### src/rtl/sipo_frame_rx_pkg.sv
// Shared definitions for the framed serial-to-parallel receiver.
// Optional feature macro: SIPO_FRAME_RX_PARITY_EN (adds the PARITY state).
package sipo_rx_pkg;

`ifdef SIPO_FRAME_RX_PARITY_EN
    typedef enum logic [1:0] {
        ST_IDLE   = 2'd0,
        ST_DATA   = 2'd1,
        ST_PARITY = 2'd2,
        ST_STOP   = 2'd3
    } rx_state_e;
`else
    typedef enum logic [1:0] {
        ST_IDLE   = 2'd0,
        ST_DATA   = 2'd1,
        ST_STOP   = 2'd3
    } rx_state_e;
`endif

    // Line levels that delimit a frame.
    localparam logic START_BIT = 1'b1;
    localparam logic STOP_BIT  = 1'b0;

endpackage

### src/rtl/sipo_frame_rx_if.sv
// Bus bundle between the receiver and its upstream serial source / consumer.
// Optional feature macro: SIPO_FRAME_RX_PARITY_EN (parity_err is live only then).
interface sipo_frame_rx_if #(
    parameter int DATA_W = 8
) ();
    logic              serial_in;
    logic              bit_en;
    logic [DATA_W-1:0] data_out;
    logic              data_valid;
    logic              data_ready;
    logic              frame_err;
    logic              parity_err;
    logic              overrun;

    // Environment side: drives the line and the consumer handshake.
    modport master (
        output serial_in, bit_en, data_ready,
        input  data_out, data_valid, frame_err, parity_err, overrun
    );

    // Receiver side.
    modport slave (
        input  serial_in, bit_en, data_ready,
        output data_out, data_valid, frame_err, parity_err, overrun
    );
endinterface

### src/rtl/sipo_rx_hold.sv
// Single-entry valid/ready holding register with overrun detection.
// A load while the entry is full and not being read drops the new word.
module sipo_rx_hold #(
    parameter int DATA_W = 8
) (
    input  logic              clk,
    input  logic              rst_n,
    input  logic              load_i,
    input  logic [DATA_W-1:0] word_i,
    input  logic              rd_i,
    output logic [DATA_W-1:0] data_o,
    output logic              valid_o,
    output logic              overrun_o
);
    logic [DATA_W-1:0] data_q, data_d;
    logic              valid_q, valid_d;
    logic              ovr_q, ovr_d;

    // Next-state: a same-edge read frees the slot for the incoming word.
    always_comb begin
        data_d  = data_q;
        valid_d = valid_q;
        ovr_d   = 1'b0;
        if (load_i) begin
            if (!valid_q || rd_i) begin
                data_d  = word_i;
                valid_d = 1'b1;
            end else begin
                ovr_d = 1'b1;
            end
        end else if (valid_q && rd_i) begin
            valid_d = 1'b0;
        end
    end

    // Entry and overrun pulse registers.
    always_ff @(posedge clk or negedge rst_n) begin
        if (!rst_n) begin
            data_q  <= '0;
            valid_q <= 1'b0;
            ovr_q   <= 1'b0;
        end else begin
            data_q  <= data_d;
            valid_q <= valid_d;
            ovr_q   <= ovr_d;
        end
    end

    assign data_o    = data_q;
    assign valid_o   = valid_q;
    assign overrun_o = ovr_q;
endmodule

### src/rtl/sipo_frame_rx.sv
// Framed serial-to-parallel receiver: start(1), DATA_W bits LSB first,
// optional even parity, stop(0). Completed good words go to a holding register.
// Optional feature macro: SIPO_FRAME_RX_PARITY_EN.
module sipo_frame_rx
    import sipo_rx_pkg::*;
#(
    parameter int DATA_W = 8
) (
    input  logic            clk,
    input  logic            reset,
    sipo_frame_rx_if.slave  bus
);
    localparam int CNT_W = (DATA_W > 1) ? $clog2(DATA_W) : 1;
    localparam logic [CNT_W-1:0] LAST_BIT = CNT_W'(DATA_W - 1);

    rx_state_e         state_q, state_d;
    logic [CNT_W-1:0]  cnt_q, cnt_d;
    logic [DATA_W-1:0] shreg_q, shreg_d;
    logic              ferr_q, ferr_d;
    logic              perr_q, perr_d;
    logic              done;
    logic              load;
`ifdef SIPO_FRAME_RX_PARITY_EN
    logic              par_q, par_d;
`endif

    // Frame FSM: advances only on bit_en strobes; errors resolved at the stop sample.
    always_comb begin
        state_d = state_q;
        cnt_d   = cnt_q;
        shreg_d = shreg_q;
        ferr_d  = 1'b0;
        perr_d  = 1'b0;
        done    = 1'b0;
`ifdef SIPO_FRAME_RX_PARITY_EN
        par_d   = par_q;
`endif
        if (bus.bit_en) begin
            case (state_q)
                ST_IDLE: begin
                    if (bus.serial_in == START_BIT) begin
                        state_d = ST_DATA;
                        cnt_d   = '0;
                    end
                end
                ST_DATA: begin
                    shreg_d[cnt_q] = bus.serial_in;
                    if (cnt_q == LAST_BIT) begin
                        cnt_d = '0;
`ifdef SIPO_FRAME_RX_PARITY_EN
                        state_d = ST_PARITY;
`else
                        state_d = ST_STOP;
`endif
                    end else begin
                        cnt_d = cnt_q + 1'b1;
                    end
                end
`ifdef SIPO_FRAME_RX_PARITY_EN
                ST_PARITY: begin
                    par_d   = bus.serial_in;
                    state_d = ST_STOP;
                end
`endif
                ST_STOP: begin
                    done    = 1'b1;
                    state_d = ST_IDLE;
                    ferr_d  = (bus.serial_in != STOP_BIT);
`ifdef SIPO_FRAME_RX_PARITY_EN
                    // Even parity: data bits XOR parity bit must be zero.
                    perr_d  = (^shreg_q) ^ par_q;
`endif
                end
                default: begin
                    state_d = ST_IDLE;
                    cnt_d   = '0;
                end
            endcase
        end
    end

    assign load = done && !ferr_d && !perr_d;

    // FSM, shift register and error pulse registers.
    always_ff @(posedge clk or negedge reset) begin
        if (!reset) begin
            state_q <= ST_IDLE;
            cnt_q   <= '0;
            shreg_q <= '0;
            ferr_q  <= 1'b0;
            perr_q  <= 1'b0;
        end else begin
            state_q <= state_d;
            cnt_q   <= cnt_d;
            shreg_q <= shreg_d;
            ferr_q  <= ferr_d;
            perr_q  <= perr_d;
        end
    end

`ifdef SIPO_FRAME_RX_PARITY_EN
    // Captured parity bit of the current frame.
    always_ff @(posedge clk or negedge reset) begin
        if (!reset) begin
            par_q <= 1'b0;
        end else begin
            par_q <= par_d;
        end
    end
`endif

    sipo_rx_hold #(
        .DATA_W (DATA_W)
    ) u_hold (
        .clk       (clk),
        .rst_n     (reset),
        .load_i    (load),
        .word_i    (shreg_d),
        .rd_i      (bus.data_ready),
        .data_o    (bus.data_out),
        .valid_o   (bus.data_valid),
        .overrun_o (bus.overrun)
    );

    assign bus.frame_err  = ferr_q;
    assign bus.parity_err = perr_q;
endmodule

### src/flat_wrapper.sv
// flat-port wrapper written by rule: the top's interface ports become plain ports
module sipo_frame_rx_flat import sipo_rx_pkg::*;
#(
    parameter int DATA_W = 8
)
  (clk, reset, bus_serial_in, bus_bit_en, bus_data_ready, bus_data_out, bus_data_valid, bus_frame_err, bus_parity_err, bus_overrun);
  sipo_frame_rx_if #(.DATA_W(DATA_W)) bus_i ();
  input  logic clk;
  input  logic reset;
  input wire logic [$bits(bus_i.serial_in)-1:0] bus_serial_in;
  input wire logic [$bits(bus_i.bit_en)-1:0] bus_bit_en;
  input wire logic [$bits(bus_i.data_ready)-1:0] bus_data_ready;
  output wire logic [$bits(bus_i.data_out)-1:0] bus_data_out;
  output wire logic [$bits(bus_i.data_valid)-1:0] bus_data_valid;
  output wire logic [$bits(bus_i.frame_err)-1:0] bus_frame_err;
  output wire logic [$bits(bus_i.parity_err)-1:0] bus_parity_err;
  output wire logic [$bits(bus_i.overrun)-1:0] bus_overrun;
  assign bus_i.serial_in = bus_serial_in;
  assign bus_i.bit_en = bus_bit_en;
  assign bus_i.data_ready = bus_data_ready;
  assign bus_data_out = bus_i.data_out;
  assign bus_data_valid = bus_i.data_valid;
  assign bus_frame_err = bus_i.frame_err;
  assign bus_parity_err = bus_i.parity_err;
  assign bus_overrun = bus_i.overrun;
  sipo_frame_rx #(.DATA_W(DATA_W)) u_core (.clk(clk), .reset(reset), .bus(bus_i));
endmodule
### config.mk
export PLATFORM = sky130hd
export DESIGN_NAME = sipo_frame_rx_flat
export DESIGN_NICKNAME = d
export VERILOG_FILES = /design/src/rtl/sipo_frame_rx_pkg.sv /design/src/rtl/sipo_frame_rx_if.sv /design/src/rtl/sipo_rx_hold.sv /design/src/rtl/sipo_frame_rx.sv /design/src/flat_wrapper.sv
export SDC_FILE = /design/constraint.sdc
export NUM_CORES = 1
export LEC_CHECK = 0
export BUFFER_PORTS_ARGS = -buffer_cell sky130_fd_sc_hd__buf_2
export CAP_MARGIN = 25
export CORE_MARGIN = 4
export CORE_UTILIZATION = 40
export DETAILED_ROUTE_END_ITERATION = 8
export PLACE_DENSITY = 0.65
export REMOVE_ABC_BUFFERS = 1
export SLEW_MARGIN = 20
export SYNTH_ARGS = -nofsm -noshare
export SYNTH_HDL_FRONTEND = slang
export SYNTH_HIERARCHICAL = 1
export SYNTH_SLANG_ARGS = --single-unit
### constraint.sdc
create_clock -name clk -period 2.5 [get_ports clk]
set_clock_uncertainty 0.2 [all_clocks]
set_input_delay 0.375 -clock clk [delete_from_list [all_inputs] [get_ports clk]]
set_output_delay 0.375 -clock clk [all_outputs]
set_load 0.005 [all_outputs]
==> summary.txt, run 1 <==
Timing
  – Worst hold slack after final layout: 0.1351 ns
  – Slew HR: 65.80%
  – Worst Tran Pin Value: 0.5130 ns
  – RSZ-0062 raised after global routing: false
  – Final setup fails: 0
  – Total Negative Setup Slacks: 0 ns
  – FMAX: 0.5034 GHz
  – Fraction of the cycle the final worst path needs: 79.47%
  – Hold violation total from the final report: 0
  – Slew Viols, Final: 0
  – Fin crit period: 1.987 ns

Clocking
  – Clk sinks: 24
  – Number of buffers created by CTS: 3
  – Maximum number of buffers from clock root to sink: 2
  – Worst skew pair latency: 0.31 ns
  – Clock root buffer: clkbuf_4
  – Clock tree from TritonCTS: built
  – Clock edge transition at the registers on the reported setup and hold paths: 0.13 ns
  – H-tree depth reported by CTS: 1
  – Post-CTS setup buffers: 0

Floorplanning
  – Die W: 60.62 um
  – Starting density of the core: 43.13%
  – Die Area: 3674 um2
  – Top-level I/O count: 17
  – Core footprint: 2567 um2
  – Core Rows: 18
  – Die H: 60.62 um

Pwr
  – Sequential power share: 52.4%
  – Leak Pwr: 0.6135 nW
  – Combinational share of power: 31.3%
  – Fraction of power spent switching nets: 30.54%
  – Total power divided by cell area: 994.6 nW/um2
  – Clock Power Share: 16.3%
  – Design internal power: 0.0008479 W
  – Maximum ir drop on the vdd rail: 595.4 uV
  – NetSw: 0.0003729 W

Detailed routing
  – Wire length on met3: 114 um
  – Via count: 661
  – Highest metal layer with signal wires: met3
  – Sum of routed wire length over all layers: 1785 um
  – Drt first pass iters: 4
  – Avg Vias per Cell: 5.205
  – Detailed route wirelength on metal2: 868 um
  – Met1 WL: 802 um
  – Wirelength per Cell: 14.06 um
  – Residual antenna-violating net count after detailed routing: 0
  – Count of routing violations after the opening detailed-route iteration: 30
  – Remaining routing DRC violations: 0

Synth
  – Cells after synthesis: 84
  – Synth Register Bits: 24
  – Fraction of the yosys area taken by sequential cells: 54.24%
  – Most area-hungry cell type in the Yosys netlist: dfrtp_1
  – Cell area after synthesis: 1107 um2
  – YS warnings: 6
  – Synth area leaders: dfrtp_1 54%, mux2_4 14%, mux2_1 4.1%, a32oi_1 2.4%, o2bb2ai_1 2.4%
  – Mean cell area of the mapped netlist: 13.18 um2
  – Yosys cell types: 27
  – Proportion of netlist area held by the largest area contributor: 54.24%

Critical path
  – Critical path arrival: 1.99 ns
  – CP startpoint kind: flop
  – Count of buffering cells on the critical path with inverters included: 0
  – Worst path required time: 2.50 ns
  – Start-to-end type of the worst setup path: flop to flop
  – Type of destination of the critical path: flop
  – Worst stage delay on the critical path: 0.49 ns
  – Cell chain of the critical path: nand4b_1 > nor3b_1 > mux2_1 > mux2_4
  – Slowest cell on the critical path: dfrtp_1
  – Worst path top cell family by delay: multiplexers
  – Crit Path Max Fanout: 9

Global routing
  – Via count of the first global-routing pass: 647
  – Wire length of the first global-routing pass: 3001 um
  – Maximum number of pins on one net before global-route repair: 25
  – Number of antenna violations at the first check in global routing: 0
  – Total congestion overflow after global routing: 0
  – Tot GR Track Use: 11.05%

Finish
  – # fillers: 260
  – Area growth from synthesis to layout: 10.85%
  – Share of final-layout standard cells stronger than drive strength 1: 34.02%
  – Net count reported at finish: 105
  – Count of inserted antenna diode cells: 0

Status
  – Status: completed

Place
  – Detailed placer's ending HPWL: 1230 um
  – Number of port buffers: 15
  – GPL Wtd Cong: 0.7560

Min path
  – HP Class: input port to flop

Run
  – MaxCap Viol Count: 0
## final cells by class
| cell class | count | area, um2 | share of cell area [%] |
|---|---|---|---|
| clock buffer | 4 | 36.28 | 2.956 |
| inverter | 2 | 7.507 | 0.6116 |
| multi-input combinational | 51 | 460.4 | 37.51 |
| sequential | 24 | 600.6 | 48.93 |
| tap | 30 | 37.54 | 3.058 |
| timing repair buffer | 16 | 85.08 | 6.932 |
## logic make-up after synthesis
logic type | Yosys count | synth area share, %
AOI/OAI and AO/OA | 9 | 6.102
other | 1 | 0.3387
adders and majority gates | 2 | 2.260
and+or+nand+nor | 23 | 13.22
muxes | 16 | 19.66
DFF | 24 | 54.24
buffers and inverters | 9 | 4.180
## Yosys cell counts
cell	n
nand4b_1	1
nor3_1	1
mux2_1	4
mux2_2	2
dfrtp_1	24
nor3b_1	3
buf_4	1
ha_1	2
a32oi_1	3
and4_1	1
nand4_1	1
inv_1	2
and4bb_1	1
buf_2	1
nand3b_1	2
mux2_4	10
a21oi_1	2
clkbuf_1	4
nand2_4	1
nand2_1	5
nand2b_4	1
nand3_1	1
conb_1	1
o21ai_0	1
o2bb2ai_1	3
nor2_1	5
buf_6	1
## cells in the final DEF, fill, tap and decap left out
master	instances
ha_1	2
clkbuf_8	1
nand4_1	1
nand4b_1	1
a21oi_1	2
conb_1	1
nand3_1	1
and4bb_1	1
and4_1	1
buf_2	15
o2bb2ai_1	3
nand2b_4	1
nor3_1	1
mux2_1	4
mux2_2	2
nor2_1	5
clkbuf_4	3
dlygate4sd3_1	1
a32oi_1	3
o21ai_0	1
nor3b_1	3
inv_1	2
nand3b_1	2
mux2_4	10
nand2_1	5
dfrtp_1	24
nand2_4	1
## worst paths after layout
check                                                   start                                   to  slack [ns]  cells past startpoint
worst max-delay path            u_core/state_q[1]$_DFFE_PN0P_  u_core/u_hold/data_o[3]$_DFFE_PN0P_        0.51                      4
max in group asynchronous                               reset  u_core/u_hold/data_o[5]$_DFFE_PN0P_        1.40                      2
worst min register to register    u_core/shreg_q[5]$_DFF_PN0_          u_core/shreg_q[5]$_DFF_PN0_        0.30                      1
worst min-delay path                           bus_data_ready    u_core/u_hold/overrun_o$_DFF_PN0_        0.14                      3
worst max register to register  u_core/state_q[1]$_DFFE_PN0P_  u_core/u_hold/data_o[3]$_DFFE_PN0P_        0.51                      4
min in group asynchronous                               reset          u_core/shreg_q[2]$_DFF_PN0_        0.34                      2
## power groups by stage
stage               Clock [W]  Sequential, W  Combinational, W
floorplan                   0       0.000626          0.000279
global placement            0       0.000641          0.000370
detailed placement          0       0.000648          0.000386
CTS                  0.000214       0.000641          0.000387
global route         0.000227       0.000663          0.000424
finish               0.000199       0.000640          0.000382
## stage by stage
stage | area (um2) | instances | total power (W) | util [%] | worst slack, ns
final | 1227 | 127 | 0.001221 | 47.81 | 0.5133
after global routing | 1227 | 127 | 0.001314 | 47.81 | 0.4631
after CTS | 1227 | 127 | 0.001242 | 47.81 | 0.5076
after detailed placement | 1181 | 122 | 0.001035 | 46.00 | 0.5125
after global placement | 1181 | 122 | 0.001011 | 46.00 | 0.5540
after floorplan | 1069 | 77 | 0.0009050 | - | 0.6746
## per-layer routing
layer / vias up / global-route usage (%)
met5: - / 0
li1: 321 / -
met3: 0 / 4.468
met1: 320 / 13.79
met4: 0 / 1.858
met2: 20 / 18.32
## sequential cells by signal, indices dropped and copies added (netlist names)
name and cells:
u_core/u_hold/overrun_o 1, u_core/u_hold/data_o 8, u_core/state_q 2, u_core/cnt_q 3, u_core/shreg_q 8, u_core/bus.frame_err 1
u_core/u_hold/valid_o 1
## worst min-delay path, cell delays in order
cell      delay [ns]
buf_2           0.08
nand2b_4        0.13
nor2_1          0.04
## repair_timing
| item | in CTS | in global routing |
|---|---|---|
| hold buffers | 1 | 0 |
| gates resized for setup | 0 | 0 |
| endpoints found under the hold margin | 24 | 0 |
Note: power is estimated with default switching activity, not from simulation.
==> inputs of run 2 (changes only) <==
- clock period: 2.5 -> 1.85 ns (I/O delays scaled with it)
==> run 2 against run 1 <==
Against the previous run: the flow now finishes with violations (negative setup slack); global-route usage increased by 0.91 points; sequential cell count unchanged; fmax increased by 5.5%; critical endpoint is now u_core/u_hold/data_o[5]$_DFFE_PN0P_; largest power group unchanged; highest routed layer is now met4.
==> summary.txt, run 2 (same netlist as run 1, synthesis figures left out) <==
Global routing
  – Wire length of the first global-routing pass: 3291 um (+9.7%)
  – Via count of the first global-routing pass: 703 (+8.7%)
  – Tot GR Track Use: 11.95% (+0.91 points)
  – Maximum number of pins on one net before global-route repair: 25 (unchanged)
  – Total congestion overflow after global routing: 0 (unchanged)
  – Number of antenna violations at the first check in global routing: 0 (unchanged)

Finish
  – Net count reported at finish: 111 (+5.7%)
  – Share of final-layout standard cells stronger than drive strength 1: 45.10% (+11 points)
  – Most used cells in the layout excluding fill and tap cells: 24 x dfrtp_1, 15 x buf_2, 14 x mux2_4, 6 x buf_4
  – Most frequent standard cell in the layout excluding fill and tap cells: dfrtp_1
  – Area growth from synthesis to layout: 16.84%
  – Post-route insts no fill: 132 (+3.9%)
  – Fin area: 1294 um2 (+5.4%)
  – Count of inserted antenna diode cells: 0 (unchanged)
  – # fillers: 257 (-1.2%)
  – Final design utilization: 50.39% (+2.6 points)

Critical path
  – Cell chain of the critical path: nand4b_1 > nor3b_2 > mux2_4 > mux2_4
  – Worst path required time: 1.85 ns (-0.65 ns)
  – Crit Path Max Fanout: 4 (-5)
  – Critical path arrival: 1.88 ns (-0.11 ns)
  – Slowest cell on the critical path: dfrtp_1
  – CP startpoint kind: flop
  – Worst R2R Path Depth: 4 (unchanged)
  – Count of buffering cells on the critical path with inverters included: 0 (unchanged)
  – Cell repeated most along the worst path: mux2_4
  – Start-to-end type of the worst setup path: flop to flop
  – Total stage count of the critical path: 4 (unchanged)
  – Type of destination of the critical path: flop
  – Worst path top cell family by delay: multiplexers
  – Worst stage delay on the critical path: 0.41 ns (-0.08 ns)

Detailed routing
  – Drt first pass iters: 4 (unchanged)
  – Wirelength per Cell: 14.58 um (+3.7%)
  – Count of routing violations after the opening detailed-route iteration: 16 (-47%)
  – Remaining routing DRC violations: 0 (unchanged)
  – Via count: 713 (+7.9%)
  – Avg Vias per Cell: 5.402 (+3.8%)
  – Sum of routed wire length over all layers: 1924 um (+7.8%)
  – Residual antenna-violating net count after detailed routing: 0 (unchanged)

Clocking
  – Clock tree from TritonCTS: built
  – H-tree depth reported by CTS: 1 (unchanged)
  – Clk sinks: 24 (unchanged)
  – Clock root buffer: clkbuf_4
  – Maximum number of buffers from clock root to sink: 2 (unchanged)
  – Number of buffers created by CTS: 3 (unchanged)
  – Worst skew pair latency: 0.30 ns (about the same)
  – Clock edge transition at the registers on the reported setup and hold paths: 0.12 ns (about the same)

Floorplanning
  – Die W: 60.62 um (unchanged)
  – Core Rows: 18 (unchanged)
  – Core footprint: 2567 um2 (unchanged)
  – Top-level I/O count: 17 (unchanged)
  – Die H: 60.62 um (unchanged)
  – Starting density of the core: 43.13% (unchanged)
  – Die Area: 3674 um2 (unchanged)

Pwr
  – Total power divided by cell area: 1323 nW/um2 (+33%)
  – Maximum ir drop on the vdd rail: 775.7 uV (+30%)
  – Leak Pwr: 0.6506 nW (+6.1%)

Min path
  – Cell count of the worst hold path: 3 (unchanged)
  – HP Class: input port to flop

Timing
  – Worst Tran Pin Value: 0.5156 ns (+0.002522 ns)
  – Fraction of the cycle the final worst path needs: 101.8% (+22 points)
  – Minimum setup slack in the final design: -0.03390 ns (-0.5472 ns)
  – FMAX: 0.5308 GHz (+5.5%)
  – Fin crit period: 1.884 ns (-0.1028 ns)
  – Slew Viols, Final: 0 (unchanged)
  – Final setup fails: 3 (+3)
  – Hold violation total from the final report: 0 (unchanged)
  – Total Negative Setup Slacks: -0.08130 ns (-0.08130 ns)
  – RSZ-0062 raised after global routing: true
  – Slew HR: 65.63% (-0.17 points)

Place
  – DP Cell Count: 127 (+4.1%)
  – GPL Wtd Cong: 0.8419 (+11%)
  – Detailed placer's ending HPWL: 1326 um (+7.8%)
  – Number of port buffers: 15 (unchanged)
  – Dpl cell area: 1219 um2 (+3.2%)

Status
  – Violations in the final reports: negative setup slack
  – Status: finished with violations

Run
  – MaxCap Viol Count: 0 (unchanged)
## run 2: cell count changes in the layout (fill, tap and decap cells not counted), sizes merged
cell,delta
buf,+6
clkbuf,-1
## run 2: layout make-up
type	instances	area, um2	area share, %
Sequential cell	24	600.6	46.42
Multi-Input combinational cell	51	495.5	38.30
Timing Repair Buffer	22	130.1	10.06
Tap cell	30	37.54	2.901
Clock buffer	3	22.52	1.741
Inverter	2	7.507	0.5803
## run 2: path summary, 6_finish.rpt
path	end	startpoint	slack [ns]
setup / recovery	u_core/u_hold/data_o[5]$_DFFE_PN0P_	u_core/state_q[1]$_DFFE_PN0P_	-0.03
hold / removal	u_core/u_hold/overrun_o$_DFF_PN0_	bus_data_ready	0.04
setup reg to reg	u_core/u_hold/data_o[5]$_DFFE_PN0P_	u_core/state_q[1]$_DFFE_PN0P_	-0.03
hold reg to reg	u_core/shreg_q[0]$_DFF_PN0_	u_core/shreg_q[0]$_DFF_PN0_	0.30
max in group asynchronous	u_core/u_hold/data_o[7]$_DFFE_PN0P_	reset	0.84
min in group asynchronous	u_core/u_hold/data_o[2]$_DFFE_PN0P_	reset	0.27
## run 2: metal layers
metal / global-route usage [%] / routed length (um) / up-vias
met5: 0 / 0 / -
met4: 0.9288 / 8 / 0
met3: 4.894 / 126 / 2
met2: 20.46 / 950 / 17
met1: 14.82 / 839 / 361
li1: - / - / 333
## run 2: power breakdown
part / internal, W / leakage, nW / switching [W]
Clock: 0.0000759 / 0.0138 / 0.000139
Sequential: 0.000713 / 0.308 / 0.000145
Combinational: 0.000393 / 0.329 / 0.000246
## run 2: worst min-delay path: cells and delay by family
| family | cells | cell delay (ns) |
|---|---|---|
| AND/OR/NAND/NOR | 2 | 0.17 |
| buffers and inverters | 1 | 0.08 |
## run 2: what timing repair did
| action | CTS | global route |
|---|---|---|
| gates resized for setup | 4 | 5 |
| hold endpoints to repair | 24 | 0 |
| setup endpoints to repair | 2 | 8 |
| setup buffers | 0 | 1 |
| pin swaps | 1 | 1 |
| hold buffers | 1 | 0 |
## run 2: through the flow
stage / setup WS, ns / total power [W] / hold WS (ns)
2_1_floorplan: 0.02458 / 0.001223 / -0.2181
3_3_place_gp: -0.0006074 / 0.001413 / 0.07961
3_5_place_dp: -0.04716 / 0.001443 / 0.08582
4_1_cts: -0.01054 / 0.001699 / 0.03372
5_1_grt: -0.08510 / 0.001835 / 0.04653
6_report: -0.03390 / 0.001711 / 0.04219
==> inputs of run 3 (changes only) <==
- SYNTH_HIERARCHICAL: 1 -> default
==> run 3 against run 2 <==
Against the previous run: cell count is 1.5% lower; power is 2.3% lower; non-clock buffer count is 3 lower; setup slack better by 0.16 ns; the run now ends clean; register-to-register slack better by 0.16 ns; highest routed layer is now met3.
==> summary.txt, run 3 <==
Synth
  – Cell area after synthesis: 1096 um2 (-1.0%)
  – Number of synthesized flops with an enable pin: 0 (unchanged)
  – Synth area leaders: dfrtp_1 55%, mux2_2 13%, mux2_4 4.1%, buf_4 2.7%, a32oi_1 2.4%
  – Proportion of register bits with asynchronous set or reset after synthesis: 100.0% (unchanged)
  – Most area-hungry cell type in the Yosys netlist: dfrtp_1
  – Commonest cells in the synthesized netlist: 24 x dfrtp_1, 13 x mux2_2, 6 x nand2_1, 6 x nor2_1, 4 x buf_4
  – Synth Register Bits: 24 (unchanged)
  – Fraction of the yosys area taken by sequential cells: 54.79% (+0.56 points)
  – Primary flip-flop cell chosen by synthesis mapping: dfrtp_1
  – Cell with the most instances after synthesis: dfrtp_1
  – YS warnings: 0 (-6)
  – Proportion of netlist area held by the largest area contributor: 54.79% (+0.56 points)
  – Cells after synthesis: 85 (+1.2%)
  – Yosys cell types: 26 (-3.7%)
  – Mean cell area of the mapped netlist: 12.89 um2 (-2.2%)

Critical path
  – Startpoint of the worst setup timing path: u_core.state_q[0]$_DFFE_PN0P_
  – Capture point of the worst reg-to-reg path: u_core.u_hold.data_o[3]$_DFFE_PN0P_
  – Worst R2R Path Depth: 4 (unchanged)
  – CP startpoint kind: flop
  – Startpoint of the most critical register-to-register path: u_core.state_q[0]$_DFFE_PN0P_
  – Start-to-end type of the worst setup path: flop to flop
  – Worst path required time: 1.86 ns (about the same)
  – Crit Path Max Fanout: 10 (+6)
  – End of the critical path: u_core.u_hold.data_o[3]$_DFFE_PN0P_
  – Type of destination of the critical path: flop
  – R2R setup slack: 0.12 ns (+0.16 ns)
  – Critical path arrival: 1.73 ns (-0.15 ns)

Timing
  – Hold violation total from the final report: 0 (unchanged)
  – FMAX: 0.5797 GHz (+9.2%)
  – Fin crit period: 1.725 ns (-0.1587 ns)
  – Fraction of the cycle the final worst path needs: 93.25% (-8.6 points)
  – Total Negative Setup Slacks: 0 ns (+0.08130 ns)
  – RSZ-0062 raised after global routing: false
  – Final setup fails: 0 (-3)
  – Slew Viols, Final: 0 (unchanged)
  – Worst hold slack after final layout: 0.04650 ns (+0.004309 ns)
  – Worst Tran Pin Value: 0.5101 ns (-0.005459 ns)
  – Slew HR: 65.99% (+0.36 points)

Detailed routing
  – Residual antenna-violating net count after detailed routing: 0 (unchanged)
  – Count of routing violations after the opening detailed-route iteration: 13 (-3)
  – Wirelength per Cell: 13.02 um (-11%)
  – Via count: 674 (-5.5%)
  – Remaining routing DRC violations: 0 (unchanged)
  – Avg Vias per Cell: 5.185 (-4.0%)
  – Sum of routed wire length over all layers: 1693 um (-12%)
  – Drt first pass iters: 4 (unchanged)

Pwr
  – Overall power after layout: 0.001672 W (-2.3%)
  – Total power divided by cell area: 1367 nW/um2 (+3.4%)
  – Maximum ir drop on the vdd rail: 782.4 uV (+0.86%)
  – Leak Pwr: 0.6113 nW (-6.0%)

Global routing
  – Wire length of the first global-routing pass: 2815 um (-14%)
  – Via count of the first global-routing pass: 582 (-17%)
  – Maximum number of pins on one net before global-route repair: 25 (unchanged)
  – Total congestion overflow after global routing: 0 (unchanged)
  – Number of antenna violations at the first check in global routing: 0 (unchanged)
  – Tot GR Track Use: 10.44% (-1.5 points)

Floorplanning
  – Die Area: 3642 um2 (-0.89%)
  – Die H: 60.35 um (-0.45%)
  – Core Rows: 18 (unchanged)
  – Die W: 60.35 um (-0.45%)
  – Top-level I/O count: 17 (unchanged)
  – Core footprint: 2545 um2 (-0.88%)
  – Starting density of the core: 43.07% (-0.061 points)

Place
  – GPL Wtd Cong: 0.8159 (-3.1%)
  – Number of port buffers: 15 (unchanged)
  – Detailed placer's ending HPWL: 1194 um (-10%)
  – DP Cell Count: 125 (-1.6%)
  – Dpl cell area: 1176 um2 (-3.5%)

Finish
  – Post-route insts no fill: 130 (-1.5%)
  – Count of inserted antenna diode cells: 0 (unchanged)
  – Share of final-layout standard cells stronger than drive strength 1: 39.00% (-6.1 points)
  – Most frequent standard cell in the layout excluding fill and tap cells: dfrtp_1
  – Area growth from synthesis to layout: 11.53%
  – Fin area: 1222 um2 (-5.5%)
  – Net count reported at finish: 108 (-2.7%)
  – Most used cells in the layout excluding fill and tap cells: 24 x dfrtp_1, 15 x buf_2, 13 x mux2_2, 6 x nor2_1, 6 x nand2_1

Clocking
  – Clock root buffer: clkbuf_4
  – Clock tree from TritonCTS: built
  – Clock edge transition at the registers on the reported setup and hold paths: 0.13 ns (about the same)
  – H-tree depth reported by CTS: 1 (unchanged)
  – Number of buffers created by CTS: 3 (unchanged)
  – Clk sinks: 24 (unchanged)
  – Worst skew pair latency: 0.31 ns (about the same)
  – Maximum number of buffers from clock root to sink: 2 (unchanged)
  – Cts repair resizes: 0 (-4)

Run
  – MaxCap Viol Count: 0 (unchanged)

Min path
  – Start point of the worst hold path: bus_data_ready
  – HP Class: input port to flop

Status
  – Status: completed
-- run 3: changes by cell type after synthesis, moves of 3 or more --
cell      previous run  this run
clkbuf_1             4         1
mux2_1               4         0
buf_4                1         4
mux2_4              10         3
mux2_2               2        13
-- run 3: area by class of cell --
cell class	count	area [um2]
Tap cell	30	37.54
Multi-Input combinational cell	52	436.7
Inverter	1	3.754
Clock buffer	4	36.28
Timing Repair Buffer	19	107.6
Fill cell	244	1323
Sequential cell	24	600.6
-- run 3: timing repair --
action                                 in CTS  in global routing
buffers inserted                            0                  0
endpoints found under the hold margin      24                  0
hold buffers                                1                  0
-- run 3: critical path, cell delays in order, from the launching register on --
cell,delay (ns)
dfrtp_1,0.55
nand4b_1,0.19
nor2b_1,0.14
buf_4,0.19
mux2_2,0.34
-- run 3: per-stage QoR --
step,utilization (%),setup slack (ns)
2_1_floorplan,-,0.06461
3_3_place_gp,46.21,0.1869
3_5_place_dp,46.21,0.1554
4_1_cts,48.03,0.1247
5_1_grt,48.03,0.01460
6_report,48.03,0.1248
-- run 3: worst min-delay path by stage --
stage | endpoint | slack (ns) | cells after the start
after floorplan | u_core.bus.frame_err$_DFF_PN0_ | -0.22 | 0
after global placement | u_core.bus.frame_err$_DFF_PN0_ | 0.08 | 1
after detailed placement | u_core.bus.frame_err$_DFF_PN0_ | 0.09 | 1
after CTS | u_core.u_hold.overrun_o$_DFF_PN0_ | 0.05 | 3
after global routing | u_core.u_hold.valid_o$_DFFE_PN0P_ | 0.06 | 3
final | u_core.u_hold.overrun_o$_DFF_PN0_ | 0.05 | 3
-- run 3: kinds of logic after synthesis --
| kind of cell | Yosys count | synth area share, % |
|---|---|---|
| muxes | 16 | 17.47 |
| other | 1 | 0.3421 |
| buffers and inverters | 9 | 5.365 |
| and+or+nand+nor | 24 | 13.58 |
| adders and majority gates | 2 | 2.283 |
| AOI/OAI and AO/OA | 9 | 6.165 |
| DFF | 24 | 54.79 |
-- run 3: power by group --
group	internal, W	switching, W	total, W
combinational	0.000323	0.000207	0.000530
clock	0.000120	0.000150	0.000271
sequential	0.000717	0.000154	0.000871
total	0.00116	0.000511	0.00167
-- run 3: layer usage --
metal	track usage (%)	vias up	wire, um
met5	0	-	0
met4	1.899	0	0
met3	4.894	0	154
met2	15.43	23	764
met1	14.21	321	773
li1	-	330	-
